==> config.mk <==
export PLATFORM = sky130hd
export DESIGN_NAME = instr_fetch_unit
export DESIGN_NICKNAME = d
export VERILOG_FILES = /design/src/rtl/instr_fetch_unit.sv
export SDC_FILE = /design/constraint.sdc
export NUM_CORES = 1
export LEC_CHECK = 0
export BUFFER_PORTS_ARGS = -buffer_cell sky130_fd_sc_hd__buf_4
export CORE_MARGIN = 1
export CORE_UTILIZATION = 53
export DETAILED_ROUTE_END_ITERATION = 16
export HOLD_SLACK_MARGIN = 0.15
export PLACE_DENSITY = 0.83
export SETUP_SLACK_MARGIN = 0.1
export SLEW_MARGIN = 20
export SYNTH_ARGS = -nofsm -noshare
export SYNTH_HDL_FRONTEND = slang
export SYNTH_SLANG_ARGS = --single-unit
export TNS_END_PERCENT = 100
==> constraint.sdc <==
create_clock -name clk -period 5.85 [get_ports clk]
set_input_delay 1.17 -clock clk [delete_from_list [all_inputs] [get_ports clk]]
set_output_delay 1.17 -clock clk [all_outputs]
set_load 0.005 [all_outputs]
==> src/rtl/instr_fetch_unit.sv <==
// Fetch stage: owns the PC, presents it to a combinational ROM and buffers {pc, instr}
// in a small circular queue toward decode; redirects flush, bad addresses raise a sticky fault.
module instr_fetch_unit #(
    parameter logic [31:0] RESET_PC  = 32'h0000_0000,
    parameter int          DEPTH     = 2,
    parameter int          ROM_WORDS = 65536
) (
    input  logic        clk,
    input  logic        reset,
    output logic [31:0] instr_addr,
    input  logic [31:0] instr_data,
    input  logic        fetch_halt,
    input  logic        redirect_valid,
    input  logic [31:0] redirect_pc,
    output logic        out_valid,
    input  logic        out_ready,
    output logic [31:0] out_instr,
    output logic [31:0] out_pc,
    output logic        fault,
    output logic [31:0] fault_pc
);

    localparam int              AW        = (DEPTH > 1) ? $clog2(DEPTH) : 1;
    localparam int              CW        = AW + 1;
    localparam logic [CW-1:0]   DEPTH_C   = CW'(DEPTH);
    localparam logic [32:0]     ROM_BYTES = 33'(ROM_WORDS) * 33'd4;
    localparam logic [31:0]     NOP       = 32'h0000_0013;

    logic [31:0]   r_pc;
    logic [CW-1:0] r_count;
    logic [AW-1:0] r_rd_ptr;
    logic [AW-1:0] r_wr_ptr;
    logic          r_fault;
    logic [31:0]   r_fault_pc;

    logic          w_valid;
    logic          w_pop;
    logic          w_push;
    logic          w_inrange;
    logic          w_redirect;
    logic          w_misaligned;
    logic          w_range_fault;
    logic [31:0]   w_ent_pc    [DEPTH];
    logic [31:0]   w_ent_instr [DEPTH];

    // All control terms are derived from pre-edge state; push uses the pre-pop count.
    assign w_valid       = (r_count != '0);
    assign w_pop         = w_valid & out_ready;
    assign w_inrange     = ({1'b0, r_pc} < ROM_BYTES);
    assign w_redirect    = redirect_valid & ~r_fault;
    assign w_misaligned  = (redirect_pc[1:0] != 2'b00);
    assign w_push        = ~redirect_valid & ~fetch_halt & ~r_fault & w_inrange
                           & (r_count < DEPTH_C);
    assign w_range_fault = ~w_inrange & ~r_fault & ~redirect_valid & ~fetch_halt;

    // Queue storage: each entry captures the fetched word when the tail points at it.
    generate
        for (genvar gi = 0; gi < DEPTH; gi++) begin : g_entry
            logic [31:0] r_ent_pc;
            logic [31:0] r_ent_instr;

            always_ff @(posedge clk) begin
                if (w_push && (r_wr_ptr == AW'(gi))) begin
                    r_ent_pc    <= r_pc;
                    r_ent_instr <= instr_data;
                end
            end

            assign w_ent_pc[gi]    = r_ent_pc;
            assign w_ent_instr[gi] = r_ent_instr;
        end
    endgenerate

    always_ff @(posedge clk) begin
        if (reset) begin
            r_pc       <= RESET_PC;
            r_count    <= '0;
            r_rd_ptr   <= '0;
            r_wr_ptr   <= '0;
            r_fault    <= 1'b0;
            r_fault_pc <= 32'h0;
        end else if (w_redirect) begin
            // A pop in this cycle is simply absorbed by the flush.
            r_count  <= '0;
            r_rd_ptr <= '0;
            r_wr_ptr <= '0;
            if (w_misaligned) begin
                r_fault    <= 1'b1;
                r_fault_pc <= redirect_pc;
            end else begin
                r_pc <= redirect_pc;
            end
        end else begin
            if (w_push) begin
                r_wr_ptr <= r_wr_ptr + AW'(1);
                r_pc     <= r_pc + 32'd4;
            end
            if (w_pop) begin
                r_rd_ptr <= r_rd_ptr + AW'(1);
            end
            r_count <= r_count + CW'(w_push) - CW'(w_pop);
            if (w_range_fault) begin
                r_fault    <= 1'b1;
                r_fault_pc <= r_pc;
            end
        end
    end

    assign instr_addr = r_pc;
    assign out_valid  = w_valid;
    assign out_instr  = w_valid ? w_ent_instr[r_rd_ptr] : NOP;
    assign out_pc     = w_valid ? w_ent_pc[r_rd_ptr]    : 32'h0;
    assign fault      = r_fault;
    assign fault_pc   = r_fault_pc;

endmodule

# Word level (Yosys, flattened, before mapping)
# Cells that the tools add are included.
dict set report totals {
  register_bits 197
  in_bits 69
  out_inout_bits 130
  word_cells 61
}
dict set report classes {
  n_addsub 5
  order_cmp 3
  n_eq_ne 2
  n_mux 17
  bitwise_logic 15
  n_reduce_logical 9
}
# cell count
set op_table {}
lappend op_table {{$mux 32} 14}
lappend op_table {{$add 32x3->32 const B} 1}
lappend op_table {{$lt 32x19->1 const B} 1}
lappend op_table {{$and 1x1->1} 9}
lappend op_table {{$reduce_bool 2->1} 4}
lappend op_table {{$not 1->1} 5}
lappend op_table {{$reduce_and 2->1} 2}
lappend op_table {{$mux 1} 3}
lappend op_table {{$add 1x1->1 const B} 2}
lappend op_table {{$add 2x1->2} 1}
lappend op_table {{$ge 2x2->1 const B} 1}
lappend op_table {{$logic_and 1x1->1} 2}
lappend op_table {{$lt 2x2->1 const B} 1}
lappend op_table {{$ne 2x1->1 const B} 1}
lappend op_table {{$ne 2x2->1 const B} 1}
lappend op_table {{$not 1->2} 1}
lappend op_table {{$reduce_or 2->1} 1}
lappend op_table {{$sub 2x1->2} 1}

# Logic depth before layout (Yosys ltp)
# Gate-level depths: netlist of run 1.
dict set report depth {
  depth_word 7
  ltp_mapped 9
  mapped_depth_nobuf 9
}

# Worst setup path before layout of run 1
# Ideal clock, no wire load.
dict set report synth_timing {
  path_kind {input-to-reg}
  startpoint {in fetch_halt}
  endpoint {reg g_entry[0].r_ent_instr[0] (enable)}
  setup_time_ns 0.487
  arrival_ns 4.451
  t_required_ns 5.363
  path_slack_ns 0.912
  path_stages 3
  path_buffers 0
  path_cell_list {nor4_1 nand2_1 nor2_1}
}
dict set report synth_via {
  elab_chain_cells 6
}
# element line
set synth_lines {}
lappend synth_lines {{start, declared} 12} ;# input logic fetch_halt,
lappend synth_lines {{$not 1->1} 52} ;# assign w_push = ~redirect_valid & ~fetch_halt & ~r_fault & w_inrange
lappend synth_lines {{$and 1x1->1 (3 in a row)} 52}
lappend synth_lines {{$and 1x1->1} 53} ;# & (r_count < DEPTH_C);
lappend synth_lines {{$logic_and 1x1->1} 63} ;# if (w_push && (r_wr_ptr == AW'(gi))) begin
lappend synth_lines {{end signal, assigned} 65} ;# r_ent_instr <= instr_data;
lappend synth_lines {{end, declared} 60} ;# logic [31:0] r_ent_instr;
# No other way between the ends.
# A chain may end at the register's enable or synchronous reset.

# Worst setup path in the final report of run 1
dict set report layout_timing {
  startpoint {in fetch_halt}
  endpoint {reg g_entry[1].r_ent_pc[19] (enable)}
}
dict set report layout_via {
  elab_chain_cells 6
}
# element line
set layout_lines {}
lappend layout_lines {{$not 1->1} 52}
lappend layout_lines {{$and 1x1->1 (3 in a row)} 52}
lappend layout_lines {{$and 1x1->1} 53}
lappend layout_lines {{$logic_and 1x1->1} 63}
lappend layout_lines {{end signal, assigned} 64} ;# r_ent_pc <= r_pc;
lappend layout_lines {{end, declared} 59} ;# logic [31:0] r_ent_pc;
# No other way between the ends.

==> results of run 1 <==
[stage by stage]
step                cells  utilization, %  power [mW]  hold WS [ns]
finish               1051            69.5        3.22         0.501
global route         1051            69.5        3.34         0.521
CTS                  1050            69.3        3.23         0.504
detailed placement   1018            65.6        2.17         0.495
global placement     1018            65.6        2.16         0.488
floorplan             674               -        1.93         0.485
[cells in the mapped netlist (all sizes together) (2+ instances only)]
cell type	n
o2bb2a	2
o21ai	12
a311oi	32
nand4	3
and2	5
nand3	18
clkbuf	24
mux2i	66
inv	6
buf	22
o41ai	4
nor2	115
nor4	4
nor3	4
ha	3
o31ai	4
edfxtp	128
and4	3
nand2	90
a211oi	2
dfxtp	69
xnor2	3
a31oi	2
a21o	6
a21oi	35
[worst max-delay path: cells and delay by family]
kind	cells	cell delay [ns]
AND/OR/NAND/NOR	3	1.55
buffers and inverters	2	0.74
[logic make-up after synthesis]
logic type	count (synthesis)	share of synthesized area, %
compound gates	104	9.11
xor+xnor	4	0.439
simple gates	248	12.9
buf+inv	52	3.29
fa+ha+maj	3	0.470
flops	197	65.5
mux	66	8.28
[layout make-up]
cell class / instances / share of cell area (%)
Clock buffer: 17 / 4.20
Clock inverter: 15 / 1.15
Multi-Input combinational cell: 425 / 25.1
Inverter: 6 / 0.222
Tap cell: 184 / 2.27
Timing Repair Buffer: 207 / 15.5
Sequential cell: 197 / 51.6
[layout by cell type, fill, tap and decap left out, drive strengths merged, types with 2 or more instances in the layout]
cell type / count
mux2i: 66
ha: 3
o2bb2a: 2
nand2: 90
edfxtp: 128
a211oi: 2
xnor2: 3
nor3: 4
a21o: 6
clkinv: 8
a311oi: 32
nand4: 3
clkbuf: 17
nor4: 4
o21ai: 12
dfxtp: 69
buf: 207
clkinvlp: 6
and4: 3
inv: 6
o41ai: 4
and2: 5
nor2: 115
a31oi: 2
a21oi: 35
o31ai: 4
nand3: 18
[metal layers]
| metal | routed length [um] | share of wire, % |
|---|---|---|
| met5 | 0 | 0 |
| met4 | 533 | 2.8 |
| met3 | 1540 | 8.0 |
| met2 | 9220 | 48 |
| met1 | 7860 | 41 |
[final timing paths]
check	start	cells after the start	endpoint	slack, ns
worst min-delay path	fault_pc[8]	2	fault_pc[8]	0.50
worst min register to register	fault_pc[8]	2	fault_pc[8]	0.50
worst max-delay path	fetch_halt	5	g_entry[1].r_ent_pc[19]	2.43
worst max register to register	instr_addr[31]	5	g_entry[1].r_ent_pc[19]	2.83
[power groups by stage]
stage	combinational [mW]	clock, mW	sequential [mW]
floorplan	0.265	0	1.66
global placement	0.478	0	1.68
detailed placement	0.490	0	1.68
CTS	0.493	1.08	1.65
global route	0.544	1.14	1.66
finish	0.499	1.07	1.65
[state kept, by name (all words and copies together), names as in the netlist]
signal               cells
g_entry.r_ent_pc        64
g_entry.r_ent_instr     64
fault                    1
r_wr_ptr                 1
r_rd_ptr                 1
r_count                  2
fault_pc                32
instr_addr              32
==> run metrics, run 1 <==
Total Routed Length=around 19 mm; clk root buf=clkbuf_16; endpoints failing hold=0; Switching Share=roughly a quarter; DIE WIDTH=125 um; setup ws final=2.43 ns; Max VDD drop=0.234 mV; largest net degree at the start of global routing=67; Post-synth EDFFs=128; arrival time worst endpoint=3.49 ns; critical path startpoint category=input port; initial antenna violation count=0; Max H-tree Level=4; row count=44; DRC=0; global-route wire length before repair=30.0 mm; Comb power frac=15.5%; grt met2 use=40.1%; CTS tree=done; nets=~930; Seq pwr share=51.3%; fmax=292 MHz; post-placement cell area=0.00957 mm^2; vias per inst=between 5 and 6; Area contributors post-synth=edfxtp_1, dfxtp_1, mux2i_1, nor2_1, nand2_1; CP cell instances=buf_4 > nor4_1 > nand2_1 > nor2_4 > buf_4; port buffer count=198; Static Leak=3.81 nW; Clock transition at path regs=0.07 ns; Core ar.=0.0146 mm^2; ratio of total power to cell area=317 mW/mm^2; RSZ-0062 raised after global routing=false; Avg Cell Area, Syn=11.8 um^2; # clock sinks=197; Main synth FF type=edfxtp_1; Hold/Removal Path Class=flip-flop to flip-flop; drt wl/cell=18.2 um; slew at the pin with the worst max-slew slack=between 1 and 1.5 ns; Clock Path Buffers=2; DRT antenna net count=0; clock skew=0.00952 ns; Synth Register Bits=197; DP Worst Slack=1.92 ns; full die area=approximately 0.016 mm^2; Synth top area share=slightly below 50%; grt met3 use=5.07%; Total GRT Usage=24.8%; clock latency on the worst-skew pair=between 0.4 and 0.5 ns; GR Overflow Total=0; Setup TNS=0 ns; Cells after Synth=674; total CTS buffers=17; Max-Cap Viols=0; Design Area, Final=0.0101 mm^2; CTS Hold Bufs=0; Netlist cell types=44; ANT cells=0; met1 GRT Util=about a third; Max FO, Critical Path=just over 40; boundary pin count=199; Most Crowded Layer GR=met2; Syn Std Cell Area=0.00798 mm^2; Final setup viols=0; CP Class=input port to flip-flop; Net Count, Synth=746; Post-CTS Setup Inserts=0; Iter 0 DRT Violations=just under 400; Max Transition Viols Final=0; Die Ht=around 120 um; post-cts sizing count=0; sequential area share after synthesis=between 60% and 70%; Initial Utilization=54.7%; Crit. End Element=flip-flop; worst stage delay on the critical path=0.63 ns; NetSw=approximately 0.83 mW; clock share of power=33.2%; number of global-route vias before repair=between 5,000 and 6,000; status=completed; slowest cell on the critical path=nor2_4; Reg area=about 0.0052 mm^2; Worst EP required=5.92 ns; Int Pwr=2.39 mW; gpl congestion=0.809; Layout area overhead=27.0%; CP dominant cell by count=buf_4; fillers=around 1,100; dominant cell type by area after synthesis=edfxtp_1; share of layout cells above drive strength 1=between 20 and 30%; drt pass-1 iters=4; vias=5,983; Final HPWL DP=roughly 12 mm; Tcrit/Tclk final=just under 60%; fin crit period=roughly 3.4 ns; asr flop ratio synth=0%; synth warn=0; relative slew slack=27.1%; area of the multi-input gates=approximately 0.0025 mm^2
No activity file was read; power rests on OpenSTA's default activity.
==> run 2: changes to the inputs <==
CORE_UTILIZATION = 48   (was 53)
PLACE_DENSITY = 0.79   (was 0.83)
clock period = 2.94 ns   (was 5.85 ns; I/O delays follow)
==> run 2 against run 1 <==
  * Clock power increased by 100%
  * Sequential share of layout area down 0.73 points
  * Final cell count grew 3.6%
  * First-iteration DRC count up 12%
  * Wire length fell by 6.0%
  * Hold slack worse by 0.15 ns
  * Core utilization fell by 5.5 points
  * Critical endpoint is now out_pc[15]
==> run metrics, run 2 (same netlist as run 1, synthesis figures left out) <==
status=completed (unchanged); Max Transition Viols Final=0 (unchanged); Layout area overhead=28.8% (was 27.0%); critical path startpoint category=flip-flop (was input port); DIE WIDTH=131 um (was 125 um); drt pass-1 iters=5 (was 4); RR Startpoint=fault (was instr_addr[31]); area of the multi-input gates=0.00254 mm^2 (unchanged); DP Worst Slack=0.432 ns (was 1.92 ns); largest net degree at the start of global routing=66 (was 67); number of global-route vias before repair=5,132 (was 5,752); Total Routed Length=18.0 mm (was 19.1 mm); post-placement cell area=0.00972 mm^2 (was 0.00957 mm^2); clk root buf=clkbuf_16 (unchanged); boundary pin count=199 (unchanged); fmax=412 MHz; Layout Cells excl Fill=1,089 (was 1,051); vias=5,869 (was 5,983); WHS=0.349 ns (was 0.501 ns); Final HPWL DP=12.0 mm (was 12.5 mm); endpoints failing hold=0 (unchanged); Clock transition at path regs=0.06 ns (was 0.07 ns); Final setup viols=0 (unchanged); fin crit period=2.42 ns; Switching Share=24.9% (was 25.8%); DRT antenna net count=0 (unchanged); total CTS buffers=17 (unchanged); Int Pwr=4.85 mW (was 2.39 mW); relative slew slack=39.4% (was 27.1%); Clock Path Buffers=2 (unchanged); RSZ-0062 raised after global routing=false (unchanged); clock latency on the worst-skew pair=0.43 ns (about the same); gpl congestion=0.784 (was 0.809); Comb power frac=15.5% (about the same); DRC=0 (unchanged); Worst EP required=2.35 ns (was 5.92 ns); Hold/Removal Path Class=input port to flip-flop (was flip-flop to flip-flop); Crit. End Element=output pin (was flip-flop); Post-CTS Setup Inserts=0 (unchanged); Max FO, Critical Path=27 (was 41); full die area=0.0171 mm^2 (was 0.0156 mm^2); Layout Utilization=64.0% (was 69.5%); Max-Cap Viols=0 (unchanged); vias per inst=5.39 (was 5.69); Seq pwr share=50.9% (was 51.3%); Total GRT Usage=20.8% (was 24.8%); slew at the pin with the worst max-slew slack=0.909 ns (was 1.09 ns); Iter 0 DRT Violations=439 (was 392); NetSw=1.61 mW (was 0.829 mW); arrival time worst endpoint=1.84 ns (was 3.49 ns); Initial Utilization=49.7% (was 54.7%); CTS Hold Bufs=0 (unchanged); initial antenna violation count=0 (unchanged); Design Area, Final=0.0103 mm^2 (was 0.0101 mm^2); port buffer count=198 (unchanged); # clock sinks=197 (unchanged); ANT cells=0 (unchanged); drt wl/cell=16.5 um (was 18.2 um); setup ws final=0.515 ns (was 2.43 ns); placed cells=1,057 (was 1,018); GR Overflow Total=0 (unchanged); Max VDD drop=0.404 mV (was 0.234 mV); Tcrit/Tclk final=82.5%; commonest non-fill, non-tap cell in the layout=buf_4 (unchanged); Static Leak=3.89 nW (was 3.81 nW); Max H-tree Level=4 (unchanged); Hold Crit Start=instr_data[1] (was fault_pc[8]); nets=932 (was 926); Reg area=0.00523 mm^2 (unchanged); Regs by FF count=g_entry.r_ent_instr (64), g_entry.r_ent_pc (64) (unchanged); post-cts sizing count=0 (unchanged); Die Ht=131 um (was 125 um); clock share of power=33.6% (was 33.2%); clock skew=0.0104 ns (was 0.00952 ns); Worst Setup SP=r_rd_ptr (was fetch_halt); CTS tree=done (unchanged); share of layout cells above drive strength 1=29.0% (was 28.6%); ratio of total power to cell area=628 mW/mm^2 (was 317 mW/mm^2); fillers=1,265 (was 1,057); row count=46 (was 44); CP Class=flip-flop to output pin (was input port to flip-flop); Core ar.=0.0161 mm^2 (was 0.0146 mm^2); highest-count cells in the layout ignoring fill and taps=buf_4, edfxtp_1, nor2_1, nand2_1, dfxtp_1 (unchanged); global-route wire length before repair=26.6 mm (was 30.0 mm)
## run 2: worst max-delay path: stages, from the launching register on
cell and delay (ns):
dfxtp_4 0.66, buf_4 0.30, mux2i_1 0.22, nor2_1 0.08, buf_4 0.15
## run 2: worst paths after layout
kind	to	slack [ns]	depth (start not counted)
min reg2reg	fault_pc[13]	0.51	2
max	out_pc[15]	0.52	4
max reg2reg	r_count[1]	0.68	8
min	g_entry[1].r_ent_instr[1]	0.35	1
## run 2: final cells by class
type                       instances  area share, %
clock buffer                      25           5.04
clock inverter                     7          0.402
inverter                           6          0.219
multi-input combinational        425           24.7
sequential                       197           50.8
tap                              216           2.63
timing repair buffer             213           16.2
## run 2: metal layers
layer | vias up | track usage [%] | routed length (um)
li1 | 2832 | - | -
met2 | 221 | 33.0 | 8650
met3 | 18 | 5.37 | 1340
met1 | 2798 | 27.6 | 7780
met4 | 0 | 7.23 | 228
met5 | - | 0 | 0
## run 2: power groups by stage
stage	Clock, mW	Sequential [mW]	Combinational [mW]
finish	2.17	3.28	1.00
global route	2.33	3.30	1.10
CTS	2.21	3.28	1.01
detailed placement	0	3.34	1.01
global placement	0	3.33	0.986
floorplan	0	3.30	0.529
## run 2: through the flow
step	TNS (ns)	power, mW
finish	0	6.46
CTS	0	6.50
floorplan	-46.51	3.83
global route	0	6.73
detailed placement	0	4.34
global placement	0	4.32
==> run 3: changes to the inputs <==
clock period = 2 ns   (was 2.94 ns; I/O delays follow)
==> run 3 against run 2 <==
  * Via count rose by 6.3%
  * Flip-flop and latch count did not move
  * Final area grew 11%
  * Register-to-register slack worse by 0.61 ns
  * Combinational power is 88% higher
  * Critical path depth grew 1
  * Power is 55% higher
  * First-iteration DRC count is 22% lower
  * Largest cell class unchanged
  * Core utilization increased by 6.8 points
  * Sequential share of layout area shrank 4.8 points
  * Sequential power increased by 45%
==> run metrics, run 3 (same netlist as run 1, synthesis figures left out) <==
Max-Cap Viols=0 (unchanged); Seq pwr share=47.8% (was 50.9%); row count=46 (unchanged); arrival time worst endpoint=1.59 ns (was 1.84 ns); clock latency on the worst-skew pair=0.43 ns (about the same); clock share of power=33.4% (was 33.6%); worst stage delay on the critical path=0.40 ns (was 0.66 ns); gpl congestion=0.840 (was 0.784); Final setup viols=0 (unchanged); Levels on crit path=5 (was 4); clk root buf=clkbuf_16 (unchanged); fmax=502 MHz; RR Startpoint=instr_addr[26] (was fault); status=completed (unchanged); Total Routed Length=21.2 mm (was 18.0 mm); highest-count cells in the layout ignoring fill and taps=buf_4, edfxtp_1, nor2_1, nand2_1, mux2i_1 (was buf_4, edfxtp_1, nor2_1, nand2_1, dfxtp_1); boundary pin count=199 (unchanged); Max Transition Viols Final=0 (unchanged); DP Worst Slack=-0.0436 ns (was 0.432 ns); placed cells=1,095 (was 1,057); Worst Setup SP=r_rd_ptr (unchanged); Static Leak=4.41 nW (was 3.89 nW); vias per inst=5.38 (was 5.39); CP Class=flip-flop to output pin (unchanged); ANT cells=0 (unchanged); vias=6,241 (was 5,869); Max FO, Critical Path=6 (was 27); fin crit period=approximately 2.0 ns; Initial Utilization=49.7% (unchanged); CP delay by family, top=buffers and inverters (was flip-flops); Tcrit/Tclk final=roughly 100%; nets=1,003 (was 932); port buffer count=198 (unchanged); total CTS buffers=17 (unchanged); slowest cell on the critical path=dfxtp_4 (unchanged); largest net degree at the start of global routing=58 (was 66); Int Pwr=7.50 mW (was 4.85 mW); DRC=0 (unchanged); Clock transition at path regs=0.07 ns (was 0.06 ns); Clock Path Buffers=2 (unchanged); relative slew slack=68.6% (was 39.4%); setup ws final=0.00991 ns (was 0.515 ns); # clock sinks=197 (unchanged); commonest non-fill, non-tap cell in the layout=buf_4 (unchanged); Max VDD drop=0.653 mV (was 0.404 mV); Crit. End Element=output pin (unchanged); drt pass-1 iters=5 (unchanged); initial antenna violation count=0 (unchanged); Die Ht=131 um (unchanged); Worst EP required=1.60 ns (was 2.35 ns); Layout Utilization=70.9% (was 64.0%); GR Overflow Total=0 (unchanged); hold path depth=1 (unchanged); Comb power frac=18.9% (was 15.5%); critical path startpoint category=flip-flop (unchanged); share of layout cells above drive strength 1=36.7% (was 29.0%); Max H-tree Level=4 (unchanged); Final HPWL DP=13.0 mm (was 12.0 mm); global-route wire length before repair=28.4 mm (was 26.6 mm); CP cell instances=buf_8 > clkbuf_16 > mux2i_1 > nand2_1 > buf_4 (was buf_4 > mux2i_1 > nor2_1 > buf_4); Layout area overhead=42.6% (was 28.8%); Total GRT Usage=22.0% (was 20.8%); Hold Crit Start=instr_data[29] (was instr_data[1]); Core ar.=0.0161 mm^2 (unchanged); DRT antenna net count=0 (unchanged); full die area=0.0171 mm^2 (unchanged); drt wl/cell=18.3 um (was 16.5 um); DIE WIDTH=131 um (unchanged); ratio of total power to cell area=877 mW/mm^2 (was 628 mW/mm^2); endpoints failing hold=0 (unchanged); Switching Share=24.9% (about the same); WHS=0.165 ns (was 0.349 ns); NetSw=2.49 mW (was 1.61 mW); clock skew=0.0129 ns (was 0.0104 ns); slew at the pin with the worst max-slew slack=0.467 ns (was 0.909 ns); RSZ-0062 raised after global routing=true (was false); Iter 0 DRT Violations=341 (was 439); R2R depth=9 (was 8); Setup TNS=0 ns (unchanged); Regs by FF count=g_entry.r_ent_instr (64), g_entry.r_ent_pc (64) (unchanged); Hold/Removal Path Class=input port to flip-flop (unchanged); number of global-route vias before repair=5,499 (was 5,132); Worst Path Buf+Inv=3 (was 2); CTS tree=done (unchanged); Layout Cells excl Fill=1,159 (was 1,089)
run 3: cell types whose count changed in the layout (fill, tap and decap cells not counted), sizes merged:
cell	before	now
buf	213	266
dlygate4sd3	0	7
clkinv	2	8
clkbuf	25	30
inv	11	6
bufinv	0	3
clkinvlp	0	1
run 3: worst register-to-register path: stages (launching register included):
cell and delay, ns:
dfxtp_2 0.34, nor4_4 0.28, and4_4 0.29, nand2_4 0.06, ha_4 0.28, inv_2 0.03, ha_2 0.16, xor2_1 0.18
xnor2_1 0.14, nor3_1 0.06
run 3: final timing paths:
check	end	slack, ns
worst min-delay path	g_entry[0].r_ent_instr[29]	0.16
worst min register to register	fault_pc[13]	0.50
worst max-delay path	out_instr[0]	0.01
worst max register to register	r_count[1]	0.07
run 3: power by group through the flow:
stage | sequential (mW) | combinational (mW) | clock [mW]
after detailed placement | 4.84 | 1.66 | 0
after floorplan | 4.85 | 0.789 | 0
after CTS | 4.76 | 1.70 | 3.35
final | 4.77 | 1.88 | 3.33
after global routing | 4.79 | 2.04 | 3.54
after global placement | 4.84 | 1.63 | 0
run 3: what timing repair did:
item                       4_1_cts  5_1_grt
setup buffers                    4        7
hold buffers                     3        4
hold endpoints to repair         4        7
gates resized for setup         12       39
setup endpoints to repair       79      173
cloned                           0       15
pin swaps                        5       22
run 3: through the flow:
stage	instance area, um^2	power [mW]
after global routing	11400	10.4
after global placement	10100	6.47
after CTS	10800	9.81
after detailed placement	10100	6.50
after floorplan	8020	5.64
final	11400	9.98
run 3: layout make-up:
cell class | instances | area (um^2)
Inverter | 6 | 22.5
Clock inverter | 12 | 138
Tap cell | 216 | 270
Fill cell | 1131 | 4680
Multi-Input combinational cell | 425 | 2700
Timing Repair Buffer | 284 | 2570
Sequential cell | 197 | 5240
Clock buffer | 19 | 433
run 3: metal layers:
metal / wire, um / up-vias / global-route usage, %
met5: 0 / - / 0
li1: - / 2969 / -
met1: 8770 / 3013 / 29.0
met2: 10800 / 231 / 36.2
met3: 1250 / 28 / 5.13
met4: 367 / 0 / 6.69
